[src/rtl/imm_pkg.sv]
// rtl/imm_pkg.sv - immediate-format codes, opcode constants and decode entry type
package imm_pkg;

    localparam int IMM_PC_W = 32;

    localparam logic [2:0] IMM_I    = 3'b000;
    localparam logic [2:0] IMM_S    = 3'b001;
    localparam logic [2:0] IMM_B    = 3'b010;
    localparam logic [2:0] IMM_U    = 3'b011;
    localparam logic [2:0] IMM_J    = 3'b100;
    localparam logic [2:0] IMM_NONE = 3'b111;

    localparam logic [6:0] OP_LOAD   = 7'b0000011;
    localparam logic [6:0] OP_IMM    = 7'b0010011;
    localparam logic [6:0] OP_JALR   = 7'b1100111;
    localparam logic [6:0] OP_SYSTEM = 7'b1110011;
    localparam logic [6:0] OP_STORE  = 7'b0100011;
    localparam logic [6:0] OP_BRANCH = 7'b1100011;
    localparam logic [6:0] OP_LUI    = 7'b0110111;
    localparam logic [6:0] OP_AUIPC  = 7'b0010111;
    localparam logic [6:0] OP_JAL    = 7'b1101111;
    localparam logic [6:0] OP_REG    = 7'b0110011;

    // pc is sized by IMM_PC_W; the top's PC_W is expected to match it
    typedef struct packed {
        logic [2:0]          sign_type;
        logic [19:0]         number;
        logic [4:0]          number1;
        logic [6:0]          opcode;
        logic [IMM_PC_W-1:0] pc;
        logic                illegal;
    } imm_entry_t;

    function automatic logic [2:0] imm_classify(input logic [6:0] opcode);
        logic [2:0] t;
        case (opcode)
            OP_LOAD, OP_IMM, OP_JALR, OP_SYSTEM: t = IMM_I;
            OP_STORE:                            t = IMM_S;
            OP_BRANCH:                           t = IMM_B;
            OP_LUI, OP_AUIPC:                    t = IMM_U;
            OP_JAL:                              t = IMM_J;
            default:                             t = IMM_NONE;
        endcase
        return t;
    endfunction

endpackage

[src/rtl/imm_field_decode_if.sv]
// rtl/imm_field_decode_if.sv - fetch-side and extender-side handshake bundle
interface imm_field_decode_if #(
    parameter int PC_W      = 32,
    parameter int ILL_CNT_W = 16
);
    logic                 in_valid;
    logic                 in_ready;
    logic [31:0]          in_inst;
    logic [PC_W-1:0]      in_pc;
    logic                 out_valid;
    logic                 out_ready;
    logic [2:0]           out_sign_type;
    logic [19:0]          out_sign_number;
    logic [4:0]           out_sign_number1;
    logic [6:0]           out_opcode;
    logic [PC_W-1:0]      out_pc;
    logic                 out_illegal;
    logic [ILL_CNT_W-1:0] ill_count;

    modport master (
        output in_valid, in_inst, in_pc, out_ready,
        input  in_ready, out_valid, out_sign_type, out_sign_number,
               out_sign_number1, out_opcode, out_pc, out_illegal, ill_count
    );

    modport slave (
        input  in_valid, in_inst, in_pc, out_ready,
        output in_ready, out_valid, out_sign_type, out_sign_number,
               out_sign_number1, out_opcode, out_pc, out_illegal, ill_count
    );
endinterface

[src/rtl/imm_skid_buf.sv]
// rtl/imm_skid_buf.sv - generic 2-entry valid/ready skid buffer with flush
module imm_skid_buf #(
    parameter int           W       = 8,
    parameter logic [W-1:0] RST_VAL = '0
) (
    input  logic         clk,
    input  logic         rst,
    input  logic         flush,
    input  logic         in_valid,
    output logic         in_ready,
    input  logic [W-1:0] in_data,
    output logic         out_valid,
    input  logic         out_ready,
    output logic [W-1:0] out_data
);

    // Encoding is {out_valid, ~in_ready} so both handshake outputs are flop bits
    typedef enum logic [1:0] {
        EMPTY = 2'b00,
        ONE   = 2'b10,
        FULL  = 2'b11
    } state_t;

    state_t       state, state_nxt;
    logic [W-1:0] main_q, skid_q;
    logic         load_main_in, load_main_skid, load_skid;
    logic         accept, send;

    assign out_valid = state[1];
    assign in_ready  = ~state[0];
    assign out_data  = main_q;
    assign accept    = in_valid & in_ready;
    assign send      = out_valid & out_ready;

    always_ff @(posedge clk) begin
        if (!rst) state <= EMPTY;
        else      state <= state_nxt;
    end

    always_comb begin
        state_nxt      = state;
        load_main_in   = 1'b0;
        load_main_skid = 1'b0;
        load_skid      = 1'b0;
        if (flush) begin
            state_nxt = EMPTY;
        end else begin
            case (state)
                EMPTY: begin
                    if (accept) begin
                        state_nxt    = ONE;
                        load_main_in = 1'b1;
                    end
                end
                ONE: begin
                    if (accept && send) begin
                        load_main_in = 1'b1;
                    end else if (accept) begin
                        state_nxt = FULL;
                        load_skid = 1'b1;
                    end else if (send) begin
                        state_nxt = EMPTY;
                    end
                end
                FULL: begin
                    if (send) begin
                        state_nxt      = ONE;
                        load_main_skid = 1'b1;
                    end
                end
                default: state_nxt = EMPTY;
            endcase
        end
    end

    always_ff @(posedge clk) begin
        if (!rst) begin
            main_q <= RST_VAL;
            skid_q <= RST_VAL;
        end else begin
            if (load_main_in)        main_q <= in_data;
            else if (load_main_skid) main_q <= skid_q;
            if (load_skid)           skid_q <= in_data;
        end
    end

endmodule

[src/rtl/imm_field_decode.sv]
// rtl/imm_field_decode.sv - registered opcode classify / immediate field slice stage
// Optional illegal-opcode flag and counter under IMM_DECODE_ILLEGAL_CHK_EN.
module imm_field_decode
    import imm_pkg::*;
#(
    parameter int PC_W      = IMM_PC_W,
    parameter int ILL_CNT_W = 16
) (
    input  logic              clk,
    input  logic              rst,
    input  logic              flush,
    imm_field_decode_if.slave io
);

    localparam int EW = $bits(imm_entry_t);
    localparam logic [EW-1:0] ENTRY_RST = {IMM_NONE, {(EW-3){1'b0}}};

    imm_entry_t in_ent, out_ent;
    logic       out_valid;

    always_comb begin
        in_ent           = '0;
        in_ent.sign_type = imm_classify(io.in_inst[6:0]);
        in_ent.number    = io.in_inst[31:12];
        in_ent.number1   = io.in_inst[11:7];
        in_ent.opcode    = io.in_inst[6:0];
        in_ent.pc        = IMM_PC_W'(io.in_pc);
`ifdef IMM_DECODE_ILLEGAL_CHK_EN
        // R-type is a legitimate "no immediate" instruction; anything else untyped is not
        in_ent.illegal   = ((in_ent.sign_type == IMM_NONE) && (io.in_inst[6:0] != OP_REG))
                           || (io.in_inst[1:0] != 2'b11);
`else
        in_ent.illegal   = 1'b0;
`endif
    end

    imm_skid_buf #(
        .W       (EW),
        .RST_VAL (ENTRY_RST)
    ) u_skid (
        .clk       (clk),
        .rst       (rst),
        .flush     (flush),
        .in_valid  (io.in_valid),
        .in_ready  (io.in_ready),
        .in_data   (in_ent),
        .out_valid (out_valid),
        .out_ready (io.out_ready),
        .out_data  (out_ent)
    );

    assign io.out_valid        = out_valid;
    assign io.out_sign_type    = out_ent.sign_type;
    assign io.out_sign_number  = out_ent.number;
    assign io.out_sign_number1 = out_ent.number1;
    assign io.out_opcode       = out_ent.opcode;
    assign io.out_pc           = PC_W'(out_ent.pc);

`ifdef IMM_DECODE_ILLEGAL_CHK_EN
    logic [ILL_CNT_W-1:0] ill_cnt_q;

    always_ff @(posedge clk) begin
        if (!rst) begin
            ill_cnt_q <= '0;
        end else if (out_valid && io.out_ready && out_ent.illegal && (ill_cnt_q != '1)) begin
            ill_cnt_q <= ill_cnt_q + 1'b1;
        end
    end

    assign io.out_illegal = out_ent.illegal;
    assign io.ill_count   = ill_cnt_q;
`else
    assign io.out_illegal = 1'b0;
    assign io.ill_count   = {ILL_CNT_W{1'b0}};
`endif

endmodule

[src/flat_wrapper.sv]
// flat-port wrapper written by rule: the top's interface ports become plain ports
module imm_field_decode_flat import imm_pkg::*;
#(
    parameter int PC_W      = IMM_PC_W,
    parameter int ILL_CNT_W = 16
)
  (clk, rst, flush, io_in_valid, io_in_inst, io_in_pc, io_out_ready, io_in_ready, io_out_valid, io_out_sign_type, io_out_sign_number, io_out_sign_number1, io_out_opcode, io_out_pc, io_out_illegal, io_ill_count);
  imm_field_decode_if #(.PC_W(PC_W), .ILL_CNT_W(ILL_CNT_W)) io_i ();
  input  logic clk;
  input  logic rst;
  input  logic flush;
  input wire logic [$bits(io_i.in_valid)-1:0] io_in_valid;
  input wire logic [$bits(io_i.in_inst)-1:0] io_in_inst;
  input wire logic [$bits(io_i.in_pc)-1:0] io_in_pc;
  input wire logic [$bits(io_i.out_ready)-1:0] io_out_ready;
  output wire logic [$bits(io_i.in_ready)-1:0] io_in_ready;
  output wire logic [$bits(io_i.out_valid)-1:0] io_out_valid;
  output wire logic [$bits(io_i.out_sign_type)-1:0] io_out_sign_type;
  output wire logic [$bits(io_i.out_sign_number)-1:0] io_out_sign_number;
  output wire logic [$bits(io_i.out_sign_number1)-1:0] io_out_sign_number1;
  output wire logic [$bits(io_i.out_opcode)-1:0] io_out_opcode;
  output wire logic [$bits(io_i.out_pc)-1:0] io_out_pc;
  output wire logic [$bits(io_i.out_illegal)-1:0] io_out_illegal;
  output wire logic [$bits(io_i.ill_count)-1:0] io_ill_count;
  assign io_i.in_valid = io_in_valid;
  assign io_i.in_inst = io_in_inst;
  assign io_i.in_pc = io_in_pc;
  assign io_i.out_ready = io_out_ready;
  assign io_in_ready = io_i.in_ready;
  assign io_out_valid = io_i.out_valid;
  assign io_out_sign_type = io_i.out_sign_type;
  assign io_out_sign_number = io_i.out_sign_number;
  assign io_out_sign_number1 = io_i.out_sign_number1;
  assign io_out_opcode = io_i.out_opcode;
  assign io_out_pc = io_i.out_pc;
  assign io_out_illegal = io_i.out_illegal;
  assign io_ill_count = io_i.ill_count;
  imm_field_decode #(.PC_W(PC_W), .ILL_CNT_W(ILL_CNT_W)) u_core (.clk(clk), .rst(rst), .flush(flush), .io(io_i));
endmodule
[config.mk]
export PLATFORM = sky130hd
export DESIGN_NAME = imm_field_decode_flat
export DESIGN_NICKNAME = d
export VERILOG_FILES = /design/src/rtl/imm_pkg.sv /design/src/rtl/imm_field_decode_if.sv /design/src/rtl/imm_skid_buf.sv /design/src/rtl/imm_field_decode.sv /design/src/flat_wrapper.sv
export SDC_FILE = /design/constraint.sdc
export NUM_CORES = 1
export LEC_CHECK = 0
export BUFFER_PORTS_ARGS = -buffer_cell sky130_fd_sc_hd__buf_2
export CAP_MARGIN = 20
export CORE_MARGIN = 10
export CORE_UTILIZATION = 52
export CTS_CLUSTER_SIZE = 28
export DETAILED_ROUTE_END_ITERATION = 8
export PLACE_DENSITY = 0.76
export SYNTH_ARGS = -nofsm -noshare
export SYNTH_HDL_FRONTEND = slang
export SYNTH_HIERARCHICAL = 1
export SYNTH_SLANG_ARGS = --single-unit
[constraint.sdc]
create_clock -name clk -period 2.4 [get_ports clk]
set_input_delay 0.12 -clock clk [delete_from_list [all_inputs] [get_ports clk]]
set_output_delay 0.12 -clock clk [all_outputs]
set_load 0.05 [all_outputs]
==> results of run 1 <==
## registers in the layout, indices dropped and copies added, names as in the netlist
name                    count
u_core/u_skid/skid_q       67
u_core/u_skid/out_data     67
u_core/u_skid/state         2
## layout make-up
class	count	share of cell area (%)
multi-input cells	465	31.6
clock buffers	23	6.45
flip-flops and latches	136	37.6
repair buffers	213	20.1
well taps	133	2.30
clock inverters	8	1.66
diodes	3	0.104
inverters	4	0.207
## worst paths after layout
kind                                                   end  cells past startpoint  slack (ps)                  startpoint
worst max register to register    u_core/u_skid/skid_q[38]                      6         210      u_core/u_skid/state[1]
worst min-delay path                u_core/u_skid/state[1]                      4          40                       flush
worst max-delay path              u_core/u_skid/skid_q[38]                      6         210      u_core/u_skid/state[1]
worst min register to register  u_core/u_skid/out_data[64]                      2         430  u_core/u_skid/out_data[64]
## metal layers
layer,part of all wire (%),GRT usage [%],vias up
met3,8.2,6.05,28
li1,-,-,2511
met1,41,24.1,2356
met5,0,0,-
met2,49,34.9,240
met4,1.9,8.22,0
## worst min-delay path, delay by kind of cell
kind / cells / cell delay, ps
buffers and inverters: 1 / 170
AND/OR/NAND/NOR: 2 / 150
multiplexers: 1 / 60
## repair_timing
| action | 4_1_cts | 5_1_grt |
|---|---|---|
| gates resized for setup | 0 | 0 |
| hold buffers | 65 | 0 |
| hold endpoints to repair | 134 | 0 |
| setup buffers | 0 | 0 |
## report_power, final
part,internal (mW),switching (mW)
Clock,1.65,0.913
Sequential,2.34,0.0423
Combinational,0.224,0.496
Total,4.22,1.45
## per-stage QoR
stage / util [%] / instance area [um^2] / std cells / hold WS, ps / power [mW]
final: 73.4 / 7240 / 985 / 40.5 / 5.67
after global routing: 73.4 / 7240 / 983 / 65.6 / 5.84
after CTS: 73.3 / 7230 / 982 / 13.6 / 5.69
after detailed placement: 60.8 / 6000 / 886 / 370 / 3.05
after global placement: 60.8 / 6000 / 886 / 370 / 3.04
after floorplan: - / 5370 / 666 / 256 / 2.88
==> flow_metrics.env, run 1 <==
export IMPL_status="finished, final reports clean"
export IMPL_io_pins=155
export IMPL_cts_root_buf="clkbuf_8"
export IMPL_crit_family="simple AND/OR/NAND/NOR gates"
export IMPL_syn_area_mm2=0.00531
export IMPL_final_common_cell="nand2_1"
export IMPL_wl_per_cell_um=15.7
export IMPL_crit_fanout=50
export IMPL_antenna_found_initial=1
export IMPL_multiInputGateArea_mm2=0.00229
export IMPL_core_area_mm2=0.00986
export IMPL_place_hpwl_um=9610
export IMPL_area_growth_syn_to_layout_pct=36.4
export IMPL_routed_via_density=5.21
export IMPL_layout_nets=910
export IMPL_rsz0062_at_grt="no"
export IMPL_drc=0
export IMPL_crit_required_ps=2780
export IMPL_drv_cap=0
export IMPL_h_tree_depth=4
export IMPL_ys_warnings_count=6
export IMPL_crit_arrival_ps=2570
export IMPL_syn_inst=650
export IMPL_fin_crit_sh_pct=91.1
export IMPL_cts_tree="yes"
export IMPL_gp_congestion=0.865
export IMPL_layout_common_cells="nand2_1 (270), buf_2 (137), dfxtp_1 (136)"
export IMPL_drive_gt1_share_pct=22.1
export IMPL_end_kind="flop"
export IMPL_tns_ps=0
export IMPL_path_clk_slew_ps=60
export IMPL_grt_pass1_vias=5128
export IMPL_n_fill_cell=709
export IMPL_crit_slowest_cell="or3_2"
export IMPL_path_cells="ha_1 > nand3b_4 > or3_2 > buf_12 > nand2_1 > a21oi_1"
export IMPL_grt_usage_pct=20.7
export IMPL_path_buf_inv=1
export IMPL_clockBufferDepth=2
export IMPL_overflow=0
export IMPL_fin_crit_ps=2190
export IMPL_setup_viol=0
export IMPL_cp_start_kind="flop"
export IMPL_numCtsBuffers=17
export IMPL_start_util_pct=53.8
export IMPL_fin_ws_ps=213
export IMPL_syn_avg_cell_area_um2=8.17
export IMPL_fin_skew_ps=6.29
export IMPL_powerDensity_mw_per_mm2=783
export IMPL_pre_cts_ws_ps=245
export IMPL_slew_viol_final=0
export IMPL_worstHoldPathType="in2reg"
export IMPL_row_count=36
export IMPL_fp_dieH_um=121
export IMPL_clkSinkCount=136
export IMPL_hold_viol=0
export IMPL_vias=5135
export IMPL_fmax_mhz=457
export IMPL_grt_pass1_wl_um=24900
export IMPL_max_stage_delay_ps=640
export IMPL_drt_iter0_markers=365
export IMPL_wirelength_um=15500
export IMPL_p_leak_nw=3.26
export IMPL_firstDrtPassIters=5
export IMPL_grt_start_max_net_pins=51
export IMPL_drtAntennaViolNets=0
export IMPL_seqCellArea_mm2=0.00272
export IMPL_tightest_slew_ps=566
export IMPL_die_area_mm2=0.0146
export IMPL_worstSkewPairLatency_ps=520
export IMPL_relSlewSlack_pct=61.9
export IMPL_vdd_drop_max_mv=0.393
export IMPL_die_w_um=121
export IMPL_port_buffers=137
export IMPL_criticalPathCategory="reg2reg"
(Power assumes the default switching activity.)
==> run 2: changes to the inputs <==
--- a/config.mk
+++ b/config.mk
@@ -5,10 +5,10 @@
 export SDC_FILE = /design/constraint.sdc
 export NUM_CORES = 1
 export LEC_CHECK = 0
+export ABC_AREA = 1
 export BUFFER_PORTS_ARGS = -buffer_cell sky130_fd_sc_hd__buf_2
-export CAP_MARGIN = 20
 export CORE_MARGIN = 10
-export CORE_UTILIZATION = 52
+export CORE_UTILIZATION = 54
 export CTS_CLUSTER_SIZE = 28
 export DETAILED_ROUTE_END_ITERATION = 8
 export PLACE_DENSITY = 0.76
==> flow_metrics.env, run 2 <==
export IMPL_rrSetupSlack_ps=200
export IMPL_syn_area_mm2=0.00641
export IMPL_syn_avg_cell_area_um2=7.10
export IMPL_firstDrtPassIters=5
export IMPL_die_area_mm2=0.0166
export IMPL_gp_congestion=0.847
export IMPL_cts_setup_buffers=0
export IMPL_worstSkewPairLatency_ps=410
export IMPL_layout_nets=1132
export IMPL_clkSinkCount=136
export IMPL_rr_endpoint="u_core/u_skid/out_data[4]"
export IMPL_antenna_found_initial=1
export IMPL_drtAntennaViolNets=0
export IMPL_place_hpwl_um=11200
export IMPL_holdCritStartpoint="io_in_inst[5]"
export IMPL_h_tree_depth=4
export IMPL_vias=6641
export IMPL_core_area_mm2=0.0115
export IMPL_numCtsBuffers=17
export IMPL_fin_crit_sh_pct=91.5
export IMPL_cp_start_kind="flop"
export IMPL_layout_common_cells="buf_2 (137), nand3_1 (137), dfxtp_1 (136)"
export IMPL_path_clk_slew_ps=50
export IMPL_clockBufferDepth=2
export IMPL_power_internal_mw=4.04
export IMPL_fp_dieH_um=129
export IMPL_tns_ps=0
export IMPL_relSlewSlack_pct=51.2
export IMPL_tightest_slew_ps=732
export IMPL_hold_path_end="u_core/u_skid/skid_q[38]"
export IMPL_cts_tree="yes"
export IMPL_reg2reg_from="u_core/u_skid/state[0]"
export IMPL_crit_required_ps=2740
export IMPL_swShare_pct=28.9
export IMPL_hold_depth=3
export IMPL_p_clk_share_pct=40.7
export IMPL_status="finished, final reports clean"
export IMPL_grt_pass1_vias=6352
export IMPL_drc=0
export IMPL_cts_root_buf="clkbuf_16"
export IMPL_routed_via_density=5.47
export IMPL_hold_viol=0
export IMPL_drv_cap=0
export IMPL_p_leak_nw=3.87
export IMPL_ys_warnings_count=6
export IMPL_postCtsHoldBufs=61
export IMPL_end_kind="flop"
export IMPL_crit_fanout=37
export IMPL_grt_usage_pct=22.7
export IMPL_start_util_pct=55.7
export IMPL_port_buffers=137
export IMPL_syn_inst=903
export IMPL_grt_start_max_net_pins=70
export IMPL_combPwrFrac_pct=16.9
export IMPL_wl_per_cell_um=15.7
export IMPL_vdd_drop_max_mv=0.419
export IMPL_reg2reg_depth=8
export IMPL_drive_gt1_share_pct=18.5
export IMPL_n_fill_cell=978
export IMPL_postCtsResizedCells=0
export IMPL_wirelength_um=19000
export IMPL_setup_viol=0
export IMPL_fin_crit_ps=2200
export IMPL_fmax_mhz=455
export IMPL_p_total_mw=5.68
export IMPL_grt_pass1_wl_um=31100
export IMPL_overflow=0
export IMPL_fin_skew_ps=5.75
export IMPL_io_pins=155
export IMPL_p_seq_share_pct=42.5
export IMPL_drt_iter0_markers=628
export IMPL_crit_arrival_ps=2540
export IMPL_area_growth_syn_to_layout_pct=26.0
export IMPL_worstHoldPathType="in2reg"
export IMPL_slew_viol_final=0
export IMPL_die_w_um=129
export IMPL_criticalPathCategory="reg2reg"
export IMPL_p_sw_mw=1.64
export IMPL_row_count=39
export IMPL_powerDensity_mw_per_mm2=703
export IMPL_rsz0062_at_grt="no"
## run 2: routing by layer
layer	part of all wire [%]	vias up	global-route usage, %
li1	-	3267	-
met1	43	3078	27.1
met2	48	258	38.1
met5	0	-	0
met4	2.1	0	9.03
met3	6.6	38	6.04
## run 2: cell type report
| class | instances | area [um^2] | share of cell area, % |
|---|---|---|---|
| timing repair buffer | 215 | 1460 | 18.1 |
| sequential | 136 | 2720 | 33.7 |
| antenna | 1 | 2.50 | 0.0310 |
| clock inverter | 4 | 20.0 | 0.248 |
| tap | 143 | 179 | 2.22 |
| clock buffer | 25 | 495 | 6.14 |
| inverter | 88 | 330 | 4.09 |
| multi-input combinational | 601 | 2860 | 35.5 |
## run 2: critical path, cell delays in order (launching register included)
cell and delay [ps]:
dfxtp_1 410, inv_1 120, ha_1 240, nand3_2 300
nand2_2 140, nand2_2 160, buf_4 400, nand3_1 170
a21oi_1 180
## run 2: per-stage QoR
step	worst slack [ps]	hold WS (ps)	std cells	util [%]	cell area, um^2
floorplan	470	255	919	-	6470
global placement	406	360	1122	60.3	6950
detailed placement	289	369	1122	60.3	6950
CTS	268	1.32	1212	70.1	8070
global route	53.3	49.6	1213	70.1	8080
finish	204	11.3	1213	70.1	8080
## run 2: worst max-delay path by stage
stage,start,to,depth (start not counted)
detailed placement,u_core/u_skid/state[0],u_core/u_skid/out_data[41],8
floorplan,u_core/u_skid/state[0],u_core/u_skid/skid_q[56],9
global placement,u_core/u_skid/state[0],u_core/u_skid/out_data[37],8
global route,u_core/u_skid/state[0],u_core/u_skid/out_data[49],8
CTS,u_core/u_skid/state[0],u_core/u_skid/out_data[41],8
finish,u_core/u_skid/state[0],u_core/u_skid/out_data[4],8
## run 2: power by group through the flow
stage               sequential, mW  combinational [mW]  clock, mW
global route                  2.42                1.04       2.43
CTS                           2.41               0.950       2.34
finish                        2.41               0.959       2.31
global placement              2.46               0.866          0
floorplan                     2.67               0.450          0
detailed placement            2.46               0.872          0
==> run 3: changes to the inputs <==
--- a/config.mk
+++ b/config.mk
@@ -11,7 +11,8 @@
 export CORE_UTILIZATION = 54
 export CTS_CLUSTER_SIZE = 28
 export DETAILED_ROUTE_END_ITERATION = 8
-export PLACE_DENSITY = 0.76
+export PLACE_DENSITY_LB_ADDON = 0.05
+export SLEW_MARGIN = 20
 export SYNTH_ARGS = -nofsm -noshare
 export SYNTH_HDL_FRONTEND = slang
 export SYNTH_HIERARCHICAL = 1
==> constraint.sdc (replaced) <==
create_clock -name clk -period 2.1 [get_ports clk]
set_input_delay 0.105 -clock clk [delete_from_list [all_inputs] [get_ports clk]]
set_output_delay 0.105 -clock clk [all_outputs]
set_load 0.05 [all_outputs]
==> flow_metrics.env, run 3 (synthesis results as in run 2) <==
export IMPL_rsz0062_at_grt="no"
export IMPL_crit_fanout=48
export IMPL_die_area_mm2=0.0166
export IMPL_crit_arrival_ps=2260
export IMPL_cts_root_buf="clkbuf_16"
export IMPL_setup_viol=0
export IMPL_rr_endpoint="u_core/u_skid/out_data[66]"
export IMPL_layout_nets=1139
export IMPL_drt_iter0_markers=544
export IMPL_row_count=39
export IMPL_tightest_slew_ps=634
export IMPL_gp_congestion=0.789
export IMPL_place_hpwl_um=11600
export IMPL_postCtsResizedCells=0
export IMPL_antenna_cells=0
export IMPL_grt_start_max_net_pins=69
export IMPL_grt_pass1_vias=6149
export IMPL_vdd_drop_max_mv=0.748
export IMPL_status="finished, final reports clean"
export IMPL_reg2reg_from="u_core/u_skid/state[0]"
export IMPL_area_growth_syn_to_layout_pct=29.3
export IMPL_antenna_found_initial=0
export IMPL_tns_ps=0
export IMPL_finalHoldWorstSlack_ps=25.0
export IMPL_cp_start_kind="flop"
export IMPL_slew_viol_final=0
export IMPL_io_pins=155
export IMPL_p_leak_nw=3.98
export IMPL_end_kind="flop"
export IMPL_cts_setup_buffers=0
export IMPL_wl_per_cell_um=15.8
export IMPL_crit_required_ps=2450
export IMPL_p_total_mw=7.06
export IMPL_firstDrtPassIters=6
export IMPL_clkSinkCount=136
export IMPL_hold_viol=0
export IMPL_fin_skew_ps=6.72
export IMPL_clockBufferDepth=2
export IMPL_drtAntennaViolNets=0
export IMPL_startpoint="u_core/u_skid/state[0]"
export IMPL_numCtsBuffers=17
export IMPL_layout_common_cells="buf_2 (137), nand3_1 (137), dfxtp_1 (136)"
export IMPL_seqCellArea_mm2=0.00272
export IMPL_fin_crit_sh_pct=90.9
export IMPL_crit_path_end="u_core/u_skid/out_data[66]"
export IMPL_postCtsHoldBufs=63
export IMPL_drive_gt1_share_pct=19.5
export IMPL_fp_dieH_um=129
export IMPL_reg2reg_depth=10
export IMPL_powerDensity_mw_per_mm2=851
export IMPL_vias=6627
export IMPL_die_w_um=129
export IMPL_drc=0
export IMPL_grt_pass1_wl_um=31100
export IMPL_port_buffers=137
export IMPL_fin_crit_ps=1910
export IMPL_core_area_mm2=0.0115
export IMPL_wirelength_um=19300
export IMPL_routed_via_density=5.42
export IMPL_grt_usage_pct=22.8
export IMPL_h_tree_depth=4
export IMPL_criticalPathCategory="reg2reg"
export IMPL_n_fill_cell=960
export IMPL_path_clk_slew_ps=60
export IMPL_rrSetupSlack_ps=190
export IMPL_fmax_mhz=524
export IMPL_multiInputGateArea_mm2=0.00286
export IMPL_relSlewSlack_pct=57.7
export IMPL_drv_cap=0
export IMPL_worstHoldPathType="in2reg"
export IMPL_overflow=0
export IMPL_worstSkewPairLatency_ps=420
export IMPL_cts_tree="yes"
export IMPL_start_util_pct=55.7
==> run 3: cell types whose count changed in the layout (fill, tap and decap cells not counted), sizes merged <==
| cell | change |
|---|---|
| buf | +5 |
| bufinv | +4 |
| clkbuf | -5 |
| clkinv | +2 |
| clkinvlp | +2 |
| diode | -1 |
| dlygate4sd3 | +2 |
==> run 3: report_power, final <==
| group | switching (mW) | internal (mW) | leakage [nW] | total [mW] |
|---|---|---|---|---|
| combinational | 0.789 | 0.330 | 2.56 | 1.12 |
| clock | 1.11 | 2.07 | 0.312 | 3.18 |
| sequential | 0.0570 | 2.70 | 1.10 | 2.75 |
==> run 3: layout make-up <==
cell class                      instances  share of cell area, %
Multi-Input combinational cell        601                   34.5
Sequential cell                       136                   32.8
Timing Repair Buffer                  222                   18.8
Clock buffer                           20                   5.63
Inverter                               88                   3.98
Tap cell                              143                   2.16
Clock inverter                         12                   2.08
==> run 3: worst max-delay path, cell delays in order (launching register included) <==
cell,delay [ps]
dfxtp_1,390
inv_1,110
ha_1,240
nand3_2,120
nand2_2,170
nand2_2,140
buf_12,220
inv_1,100
nor2_1,170
nand2_1,70
nand3_1,60
==> run 3: worst min-delay path by stage <==
stage | to | cells past startpoint | slack, ps | startpoint
after global placement | u_core/u_skid/skid_q[11] | 3 | 350 | io_in_pc[10]
after CTS | u_core/u_skid/skid_q[39] | 3 | 20 | io_in_inst[6]
after detailed placement | u_core/u_skid/skid_q[6] | 3 | 350 | io_in_pc[5]
after floorplan | u_core/u_skid/skid_q[10] | 2 | 240 | io_in_pc[9]
after global routing | u_core/u_skid/skid_q[39] | 3 | 50 | io_in_inst[6]
final | u_core/u_skid/skid_q[39] | 3 | 30 | io_in_inst[6]
==> run 3: stage by stage <==
stage	worst slack (ps)	std cells	cell area, um^2	utilization (%)
global placement	291	1127	7020	61.0
detailed placement	233	1127	7020	61.0
CTS	222	1222	8290	72.0
global route	6.83	1222	8290	72.0
finish	191	1222	8290	72.0
floorplan	170	919	6470	-
==> run 3: metal layers <==
layer,up-vias,track usage [%],part of all wire (%)
met3,27,7.10,8.1
met1,3037,29.3,44
met5,-,0,0
li1,3280,-,-
met2,283,35.8,46
met4,0,7.49,1.7
